### src/rtl/hash_writer.sv
// ---- hash_writer: unpacks a captured hash vector into HASH_LENGTH addressed 32-bit word writes ----
// ---- Rev 1.0 ----
`default_nettype none

module hash_writer #(
  parameter int HASH_LENGTH = 8
) (
  input  logic                            clock,
  input  logic                            reset,
  input  logic                            enable,
  input  logic                            hash_vector_complete,
  input  logic [32*HASH_LENGTH-1:0]       hash_vector,
  input  logic                            write_ready,
  output logic [$clog2(HASH_LENGTH)-1:0]  hash_address,
  output logic [31:0]                     hash_data,
  output logic                            hash_write,
  output logic                            hash_busy,
  output logic                            hash_write_complete
);

  localparam int AW = $clog2(HASH_LENGTH);
  localparam logic [AW-1:0] LAST_WORD = AW'(HASH_LENGTH - 1);

  typedef enum logic [1:0] {
    IDLE  = 2'd0,
    WRITE = 2'd1,
    DONE  = 2'd2
  } state_t;

  state_t                        state, state_nx;
  logic [AW-1:0]                 count, count_nx, count_inc;
  logic [HASH_LENGTH-1:0][31:0]  shadow, shadow_nx;
  logic [AW-1:0]                 address_nx;
  logic [31:0]                   data_nx;
  logic                          write_nx, busy_nx, complete_nx;

  always_ff @(posedge clock) begin
    if (reset) begin
      state               <= IDLE;
      count               <= '0;
      shadow              <= '0;
      hash_address        <= '0;
      hash_data           <= '0;
      hash_write          <= 1'b0;
      hash_busy           <= 1'b0;
      hash_write_complete <= 1'b0;
    end else begin
      state               <= state_nx;
      count               <= count_nx;
      shadow              <= shadow_nx;
      hash_address        <= address_nx;
      hash_data           <= data_nx;
      hash_write          <= write_nx;
      hash_busy           <= busy_nx;
      hash_write_complete <= complete_nx;
    end
  end

  always_comb begin
    state_nx    = state;
    count_nx    = count;
    shadow_nx   = shadow;
    address_nx  = hash_address;
    data_nx     = hash_data;
    write_nx    = hash_write;
    busy_nx     = hash_busy;
    complete_nx = hash_write_complete;
    count_inc   = count + AW'(1);

    // Dropping enable abandons whatever is in flight; the shadow is simply re-captured on the next start.
    if (!enable) begin
      state_nx    = IDLE;
      count_nx    = '0;
      address_nx  = '0;
      data_nx     = '0;
      write_nx    = 1'b0;
      busy_nx     = 1'b0;
      complete_nx = 1'b0;
    end else begin
      case (state)
        IDLE: begin
          if (hash_vector_complete) begin
            state_nx    = WRITE;
            shadow_nx   = hash_vector;
            count_nx    = '0;
            address_nx  = '0;
            data_nx     = hash_vector[31:0];
            write_nx    = 1'b1;
            busy_nx     = 1'b1;
            complete_nx = 1'b0;
          end
        end
        WRITE: begin
          if (hash_write && write_ready) begin
            if (count == LAST_WORD) begin
              state_nx    = DONE;
              address_nx  = '0;
              data_nx     = '0;
              write_nx    = 1'b0;
              busy_nx     = 1'b0;
              complete_nx = 1'b1;
            end else begin
              count_nx   = count_inc;
              address_nx = count_inc;
              data_nx    = shadow[count_inc];
            end
          end
        end
        DONE: begin
          complete_nx = 1'b1;
        end
        default: begin
          state_nx = IDLE;
        end
      endcase
    end
  end

endmodule

`default_nettype wire
### config.mk
export PLATFORM = sky130hd
export DESIGN_NAME = hash_writer
export DESIGN_NICKNAME = d
export VERILOG_FILES = /design/src/rtl/hash_writer.sv
export SDC_FILE = /design/constraint.sdc
export NUM_CORES = 1
export LEC_CHECK = 0
export CAP_MARGIN = 30
export CORE_ASPECT_RATIO = 0.6
export CORE_MARGIN = 1
export CORE_UTILIZATION = 54
export DETAILED_ROUTE_END_ITERATION = 16
export GPL_TIMING_DRIVEN = 0
export PLACE_DENSITY_LB_ADDON = 0.2
export SYNTH_ARGS = -nofsm -noshare
export SYNTH_HDL_FRONTEND = slang
export SYNTH_SLANG_ARGS = --single-unit
### constraint.sdc
create_clock -name clock -period 3.7 [get_ports clock]
set_input_delay 0.555 -clock clock [delete_from_list [all_inputs] [get_ports clock]]
set_output_delay 0.555 -clock clock [all_outputs]
set_load 0.005 [all_outputs]
## After elaboration in Yosys (flattened, before gate mapping)

Cells that the tools add are included.

- Register bits after elaboration: 298
- Input bits: 261
- Word-level logic and storage cells: 61

- $add $sub $neg: 1
- Order comparisons: 1
- Equality and inequality tests: 7
- Muxes and demuxes: 25
- Bitwise operators: 2
- Reductions and logical operators: 11

Operators with widths:

| operator | count |
|---|---|
| $mux 32 | 4 |
| $bmux 32 s3 | 1 |
| $pmux 32 s2 | 1 |
| $reduce_and 4->1 | 4 |
| $mux 3 | 5 |
| $pmux 3 s2 | 2 |
| $ne 2x2->1 const B | 4 |
| $mux 1 | 6 |
| $mux 2 | 3 |
| $pmux 2 s3 | 1 |
| $reduce_and 3->1 | 2 |
| $lt 3x4->1 const B | 1 |
| $add 3x1->3 const B | 1 |
| $eq 3x3->1 const B | 1 |
| $pmux 1 s3 | 1 |
| $reduce_bool 3->1 | 1 |
| $eq 2x1->1 const B | 1 |
| $eq 2x2->1 const B | 1 |
| $logic_not 2->1 | 1 |
| $not 1->1 | 2 |
| $pmux 1 s2 | 1 |
| $reduce_bool 2->1 | 1 |
| $reduce_or 2->1 | 1 |
| $logic_and 1x1->1 | 1 |

## Logic depth before layout (Yosys ltp)

Gate-level depths: netlist of the first run.

- Depth after elaboration: 6
- Gate-level depth with buffers: 8
- Depth with buffers taken out: 6

## Least setup slack after synthesis of the first run

No wires, ideal clock.

- Kind: register to register
- From: register count[0]
- To: register hash_data[5]
- Arrival time: 1932 ps
- Data required time: 3578 ps
- Slack: 1646 ps
- Cell stages (with the launch flop): 9
- Path buffers: 2
- Cell sequence: dfxtp_1 > ha_1 > ha_1 > buf_2 > buf_1 > mux2i_1 > o22ai_1 > a211oi_1 > a21oi_1

- Longest elaborated chain between the ends: 6
- Elaborated cells on any way between the ends: 7
- Those cells by class: add/sub: 1; eq/ne: 1; mux: 5

Ends and longest elaborated chain:

| element | line | source |
|---|---|---|
| from (decl) | 31 | `logic [AW-1:0] count, count_nx, count_inc;` |
| from (signal assigned) | 49 | `count <= count_nx;` |
| $add 3x1->3 | 68 | `count_inc = count + AW'(1);` |
| $bmux 32 s3 | 105 | `data_nx = shadow[count_inc];` |
| $mux 32 (implied by the code) | 105 |  |
| $mux 32 * | 95 | `if (count == LAST_WORD) begin` |
| $mux 32 * | 94 | `if (hash_write && write_ready) begin` |
| $pmux 32 s2 * | 80 | `case (state)` |
| to (signal assigned) | 52 | `hash_data <= data_nx;` |
| to (decl) | 15 | `output logic [31:0] hash_data,` |

Mark *: on every way between the ends. The rest lies on a longest branch, timed or not. The select of a mux whose other input is x is not followed.
A chain may end at the register's enable or synchronous reset.

## Worst setup path after layout of the first run

- From: register count[0]
- To: register hash_data[24]

The elaborated chain is that of the path after synthesis.

==> results.sh, run 1 <==
export IMPL_ys_flop_type="dfxtp_1"
export IMPL_arrival_ns=3.27
export IMPL_post_dp_hpwl_microns=32900
export IMPL_fin_crit_sh_pct=77.59
export IMPL_clock_latency_ns=0.55
export IMPL_clockPowerShare_pct=39.2
export IMPL_worst_path_max_fanout=10
export IMPL_synth_area_leaders="dfxtp_1 (48%), nand2_1 (17%), a21oi_1 (12%)"
export IMPL_timing_slew_headroom_pct=29.29
export IMPL_wirelength_microns=43210
export IMPL_ctsHtreeMaxLevel=1
export IMPL_cellLeakagePower_nw=5.594
export IMPL_critPathCaptureType="flip-flop"
export IMPL_io_pins=299
export IMPL_startpoint="count[0]"
export IMPL_reg2reg_depth=8
export IMPL_fp_dieArea_sq_um=23560
export IMPL_ant_nets=0
export IMPL_switching_power_w=0.001856
export IMPL_syn_instance_count=1509
export IMPL_irDropWorstVdd_v=0.0003501
export IMPL_cts_made_buffers=27
export IMPL_synth_edff_count=0
export IMPL_hp_class="flip-flop to flip-flop"
export IMPL_status="finished, final reports clean"
export IMPL_grt_total_usage_pct=35.80
export IMPL_synth_top_area_share_pct=48.19
export IMPL_drive_above_1_share_pct=5.280
export IMPL_area_growth_pct=34.26
export IMPL_rows=42
export IMPL_combPwrFrac_pct=13.2
export IMPL_avgSynthCellArea_sq_um=8.205
export IMPL_vias=12596
export IMPL_start_util_pct=55.56
export IMPL_syn_area_sq_um=12380
export IMPL_powerDensity_nw_per_um2=438.0
export IMPL_die_width_microns=197.5
export IMPL_hold_viol_final=0
export IMPL_synth_commonest_cells="nand2_1 (548), dfxtp_1 (298), a21oi_1 (292), clkbuf_1 (99), mux2i_1 (67)"
export IMPL_r2r_end="hash_data[24]"
export IMPL_fin_nets=2104
export IMPL_grt_pass1_wl_microns=64580
export IMPL_io_buffer_count=297
export IMPL_synth_nets=1778
export IMPL_avgRoutedWirePerCell_microns=19.97
export IMPL_swShare_pct=25.49
export IMPL_rsz0062_at_grt="no"
export IMPL_synth_distinct_cells=37
export IMPL_skew_ns=0.02081
export IMPL_drv_cap=0
export IMPL_core_area_sq_um=22280
export IMPL_drt_pre_antenna_iters=7
export IMPL_min_period_ns=2.871
export IMPL_cts_buffer_depth=3
export IMPL_antenna_diode_count=0
export IMPL_clk_pin_slew_ns=0.07
export IMPL_drc_errors=0
export IMPL_start_kind="flip-flop"
export IMPL_rrSetupSlack_ns=0.83
export IMPL_setup_violations=0
export IMPL_postCtsSetupRepairBufs=0
export IMPL_viasPerCell=5.821
export IMPL_synth_top_cell_by_area="dfxtp_1"
export IMPL_cts_sinks=298
export IMPL_fmax_mhz=348.3
export IMPL_synthArstFlopShare_pct=0
export IMPL_cp_required_ns=4.10
export IMPL_grt_max_degree=16
export IMPL_slew_violations=0
export IMPL_p_seq_share_pct=47.6
export IMPL_grt_overflow_total=0
export IMPL_layout_setup_ws_ns=0.8291
export IMPL_ctsResizeCount=0
export IMPL_cp_endpoint="hash_data[24]"
export IMPL_hp_start="shadow[2]"
export IMPL_pre_cts_ws_ns=0.6126
export IMPL_holdBufCountCts=0
export IMPL_ys_seq_elements=298
export IMPL_ys_warn_count=0
export IMPL_worstSetupPathType="flip-flop to flip-flop"
export IMPL_tns_ns=0
export IMPL_clk_root_buffer_cell="clkbuf_16"
export IMPL_antenna_found_initial=0
export IMPL_cts_tree="done"
export IMPL_synth_most_common_cell="nand2_1"
export IMPL_drt_iter0_markers=1283
export IMPL_internal_power_w=0.005425
export IMPL_worst_pin_slew_ns=1.061
export IMPL_r2r_start="count[0]"
export IMPL_gp_congestion=0.9489
export IMPL_die_h_microns=119.3
export IMPL_grt_pass1_vias=11746
export IMPL_seq_area_frac_synth_pct=48.19
[metal layers]
metal | global-route usage (%) | vias to the layer above | wire (microns)
met2 | 53.90 | 698 | 18550
li1 | - | 5778 | -
met4 | 10.17 | 0 | 1292
met5 | 0 | - | 0
met3 | 6.429 | 86 | 4555
met1 | 52.34 | 6034 | 18820
[kinds of logic (layout without fill, tap and decap cells)]
logic type / count (synthesis) / in the layout / synth area share (%)
compound gates: 396 / 396 / 17.22
mux: 100 / 100 / 11.33
fa+ha+maj: 8 / 8 / 0.8085
simple gates: 575 / 575 / 17.95
flops: 298 / 298 / 48.19
buf+inv: 132 / 479 / 4.507
[through the flow]
step                cells  hold WS (ns)  util [%]  cell area, sq um  power, W
global placement     2114        0.4390     70.64             15740  0.004438
CTS                  2164        0.4531     74.60             16620  0.007231
floorplan            1509        0.4331         -             12380  0.003919
detailed placement   2114        0.4443     70.64             15740  0.004464
finish               2164        0.4560     74.60             16620  0.007281
global route         2164        0.4681     74.60             16620  0.007470
[power by group through the flow]
stage / clock network [W] / registers, W / logic [W]
floorplan: 0 / 0.00349 / 0.000427
global placement: 0 / 0.00352 / 0.000918
detailed placement: 0 / 0.00353 / 0.000937
CTS: 0.00283 / 0.00346 / 0.000945
global route: 0.00297 / 0.00347 / 0.00103
finish: 0.00286 / 0.00346 / 0.000962
[critical path, stage by stage (launching register included)]
cell and delay, ns:
dfxtp_1 0.33, ha_1 0.23, ha_1 0.28, buf_2 0.20
clkbuf_1 0.69, mux2i_1 0.31, o22ai_1 0.11, a211oi_1 0.43
a21oi_1 0.14
[worst min path at each step]
stage	endpoint	slack, ns	depth (start not counted)
floorplan	shadow[224]	0.43	2
global placement	shadow[127]	0.44	2
detailed placement	shadow[243]	0.44	2
CTS	shadow[243]	0.45	2
global route	shadow[215]	0.47	2
finish	shadow[2]	0.46	2
[sequential cells by signal, indices dropped and copies added (netlist names)]
name / cells
hash_busy: 1
count: 3
shadow: 256
hash_write_complete: 1
state: 2
hash_data: 32
hash_address: 3
[layout make-up]
type / count / area (sq um)
clock inverters: 10 / 108.9
well taps: 308 / 385.4
flip-flops and latches: 298 / 5966
plain buffers: 127 / 539.3
fillers: 1780 / 5659
inverters: 5 / 18.77
clock buffers: 40 / 774.5
multi-input cells: 1079 / 5857
repair buffers: 297 / 2973
[layout by cell type (no fill, tap or decap), drive strengths merged]
cell	synthesis	routed
nor3b	1	1
nor2	8	8
mux2i	67	67
a21oi	292	292
and3	1	1
nor4b	1	1
inv	4	5
a21bo	1	1
clkdlybuf4s50	0	297
clkinvlp	0	2
nor3	4	4
nand3b	1	1
nand4bb	1	1
bufinv	0	2
clkinv	1	6
a21boi	1	1
buf	28	28
a32oi	3	3
ha	8	8
a211oi	32	32
nand3	1	1
o21ai	32	32
nand2b	1	1
o22ai	31	31
dfxtp	298	298
nand2	548	548
nor2b	4	4
nor4	2	2
and2	1	1
a2111oi	1	1
mux4	32	32
o22a	1	1
or4b	1	1
a31oi	1	1
clkbuf	99	139
o221ai	1	1
mux2	1	1
(Power assumes the default switching activity.)
==> run 2: changes to the inputs <==
Settings changed: CORE_UTILIZATION 54 to 50.
Clock period 3.7 ns to 2.7 ns, I/O delays scaled along.
==> run 2 against run 1 <==
  * Count of clock-buffer cells in the layout rose by 1
  * Utilization fell by 6.0 points
  * Largest power group unchanged
  * Routed wire length fell by 0.12%
  * First-iteration DRC count fell by 16%
==> results.sh, run 2 (synthesis results as in run 1) <==
export IMPL_status="finished, final reports clean"
export IMPL_layout_setup_ws_ns=0.1359
export IMPL_skew_ns=0.01830
export IMPL_fp_dieArea_sq_um=25420
export IMPL_ctsHtreeMaxLevel=1
export IMPL_post_dp_hpwl_microns=33670
export IMPL_worst_pin_slew_ns=0.9289
export IMPL_start_kind="flip-flop"
export IMPL_hp_start="hash_vector[37]"
export IMPL_fin_crit_sh_pct=94.97
export IMPL_p_seq_share_pct=48.2
export IMPL_drc_errors=0
export IMPL_cts_buffer_depth=3
export IMPL_clk_pin_slew_ns=0.07
export IMPL_swShare_pct=25.33
export IMPL_tns_ns=0
export IMPL_largest_register_ffs=256
export IMPL_io_buffer_count=297
export IMPL_clockPowerShare_pct=38.5
export IMPL_grt_overflow_total=0
export IMPL_final_common_cell="nand2_1"
export IMPL_startpoint="state[0]"
export IMPL_cts_made_buffers=27
export IMPL_irDropWorstVdd_v=0.0004070
export IMPL_worstSetupPathType="flip-flop to flip-flop"
export IMPL_final_cells=2176
export IMPL_rrSetupSlack_ns=0.14
export IMPL_cts_tree="done"
export IMPL_vias=12282
export IMPL_cp_required_ns=3.17
export IMPL_crit_chain="inv_1 > ha_1 > nand3_1 > clkbuf_1 > clkbuf_1 > nand2_1 > a21oi_1"
export IMPL_final_area_sq_um=16620
export IMPL_cts_sinks=298
export IMPL_viasPerCell=5.644
export IMPL_slowest_stage="clkbuf_1"
export IMPL_drt_pre_antenna_iters=8
export IMPL_holdBufCountCts=0
export IMPL_place_area_sq_um=15760
export IMPL_powerDensity_nw_per_um2=592.7
export IMPL_wirelength_microns=43160
export IMPL_start_util_pct=51.11
export IMPL_layout_common_cells="nand2_1 (548), dfxtp_1 (298), clkdlybuf4s50_1 (297), a21oi_1 (292), clkbuf_1 (103)"
export IMPL_avgRoutedWirePerCell_microns=19.83
export IMPL_grt_pass1_vias=11172
export IMPL_grt_pass1_wl_microns=63570
export IMPL_fin_nets=2104
export IMPL_arrival_ns=3.03
export IMPL_r2r_end="shadow[97]"
export IMPL_r2r_start="state[0]"
export IMPL_rsz0062_at_grt="yes"
export IMPL_hp_class="input port to flip-flop"
export IMPL_slew_violations=0
export IMPL_top_regs="shadow (256), hash_data (32)"
export IMPL_antenna_found_initial=1
export IMPL_grt_total_usage_pct=33.35
export IMPL_io_pins=299
export IMPL_cpPeakStageDelay_ns=0.73
export IMPL_ant_nets=0
export IMPL_grt_max_degree=15
export IMPL_pre_cts_ws_ns=-0.2755
export IMPL_reg2reg_depth=7
export IMPL_dp_cells=2128
export IMPL_largest_register="shadow"
export IMPL_clock_latency_ns=0.55
export IMPL_cellLeakagePower_nw=5.603
export IMPL_switching_power_w=0.002494
export IMPL_critPathCaptureType="flip-flop"
export IMPL_min_period_ns=2.564
export IMPL_internal_power_w=0.007354
export IMPL_gp_congestion=0.9533
export IMPL_area_growth_pct=34.22
export IMPL_combPwrFrac_pct=13.3
export IMPL_timing_slew_headroom_pct=38.07
export IMPL_core_area_sq_um=24220
export IMPL_drive_above_1_share_pct=5.505
export IMPL_die_h_microns=123.9
export IMPL_fmax_mhz=390.0
export IMPL_hold_viol_final=0
export IMPL_cp_endpoint="shadow[97]"
export IMPL_clk_root_buffer_cell="clkbuf_16"
export IMPL_drv_cap=0
export IMPL_crit_top_cell="clkbuf_1"
export IMPL_drt_iter0_markers=1078
export IMPL_worst_path_max_fanout=10
export IMPL_die_width_microns=205.1
export IMPL_setup_violations=0
export IMPL_rows=44
run 2: worst max-delay path, delay by kind of cell, from the launching register on:
kind                       cells  cell delay, ns
AOI/OAI and AO/OA              1            0.16
adders and majority gates      1            0.27
buffers and inverters          3            1.37
DFF                            1            0.38
and+or+nand+nor                2            0.30
run 2: timing repair:
action / in CTS / in global routing
endpoints found under the setup margin: 1 / 123
resized for setup: 1 / 13
buffers inserted: 0 / 0
pin swaps: 0 / 0
run 2: area by class of cell:
type / count / area (sq um)
clock buffer: 41 / 788.3
tap: 322 / 402.9
inverter: 5 / 18.77
timing repair buffer: 297 / 2973
buffer: 127 / 548.0
multi-input combinational: 1079 / 5857
clock inverter: 6 / 61.31
sequential: 298 / 5966
fill: 2037 / 7606
antenna: 1 / 2.502
run 2: per-layer routing:
layer	vias to the layer above	GRT usage, %	routed length (microns)
met5	-	0	0
met4	0	7.546	786
met3	56	7.064	4602
met2	624	50.23	18590
met1	5835	48.85	19180
li1	5767	-	-
run 2: how the worst min path moves through the flow:
stage,end,slack [ns],cells after the start
2_1_floorplan,shadow[224],0.43,2
3_3_place_gp,shadow[209],0.44,2
3_5_place_dp,shadow[226],0.44,2
4_1_cts,shadow[34],0.40,3
5_1_grt,shadow[225],0.40,3
6_report,shadow[37],0.40,3
run 2: per-stage QoR:
step           power, W  util (%)  hold slack [ns]
2_1_floorplan  0.005370         -           0.4331
3_3_place_gp   0.006091     65.05           0.4386
3_5_place_dp   0.006121     65.05           0.4433
4_1_cts        0.009811     68.56           0.3962
5_1_grt         0.01013     68.60           0.3970
6_report       0.009849     68.60           0.3994
run 2: power groups by stage:
stage | registers [W] | logic (W) | clock network, W
after floorplan | 0.00479 | 0.000584 | 0
after global placement | 0.00482 | 0.00127 | 0
after detailed placement | 0.00483 | 0.00129 | 0
after CTS | 0.00474 | 0.00130 | 0.00378
after global routing | 0.00476 | 0.00141 | 0.00395
final | 0.00474 | 0.00131 | 0.00379
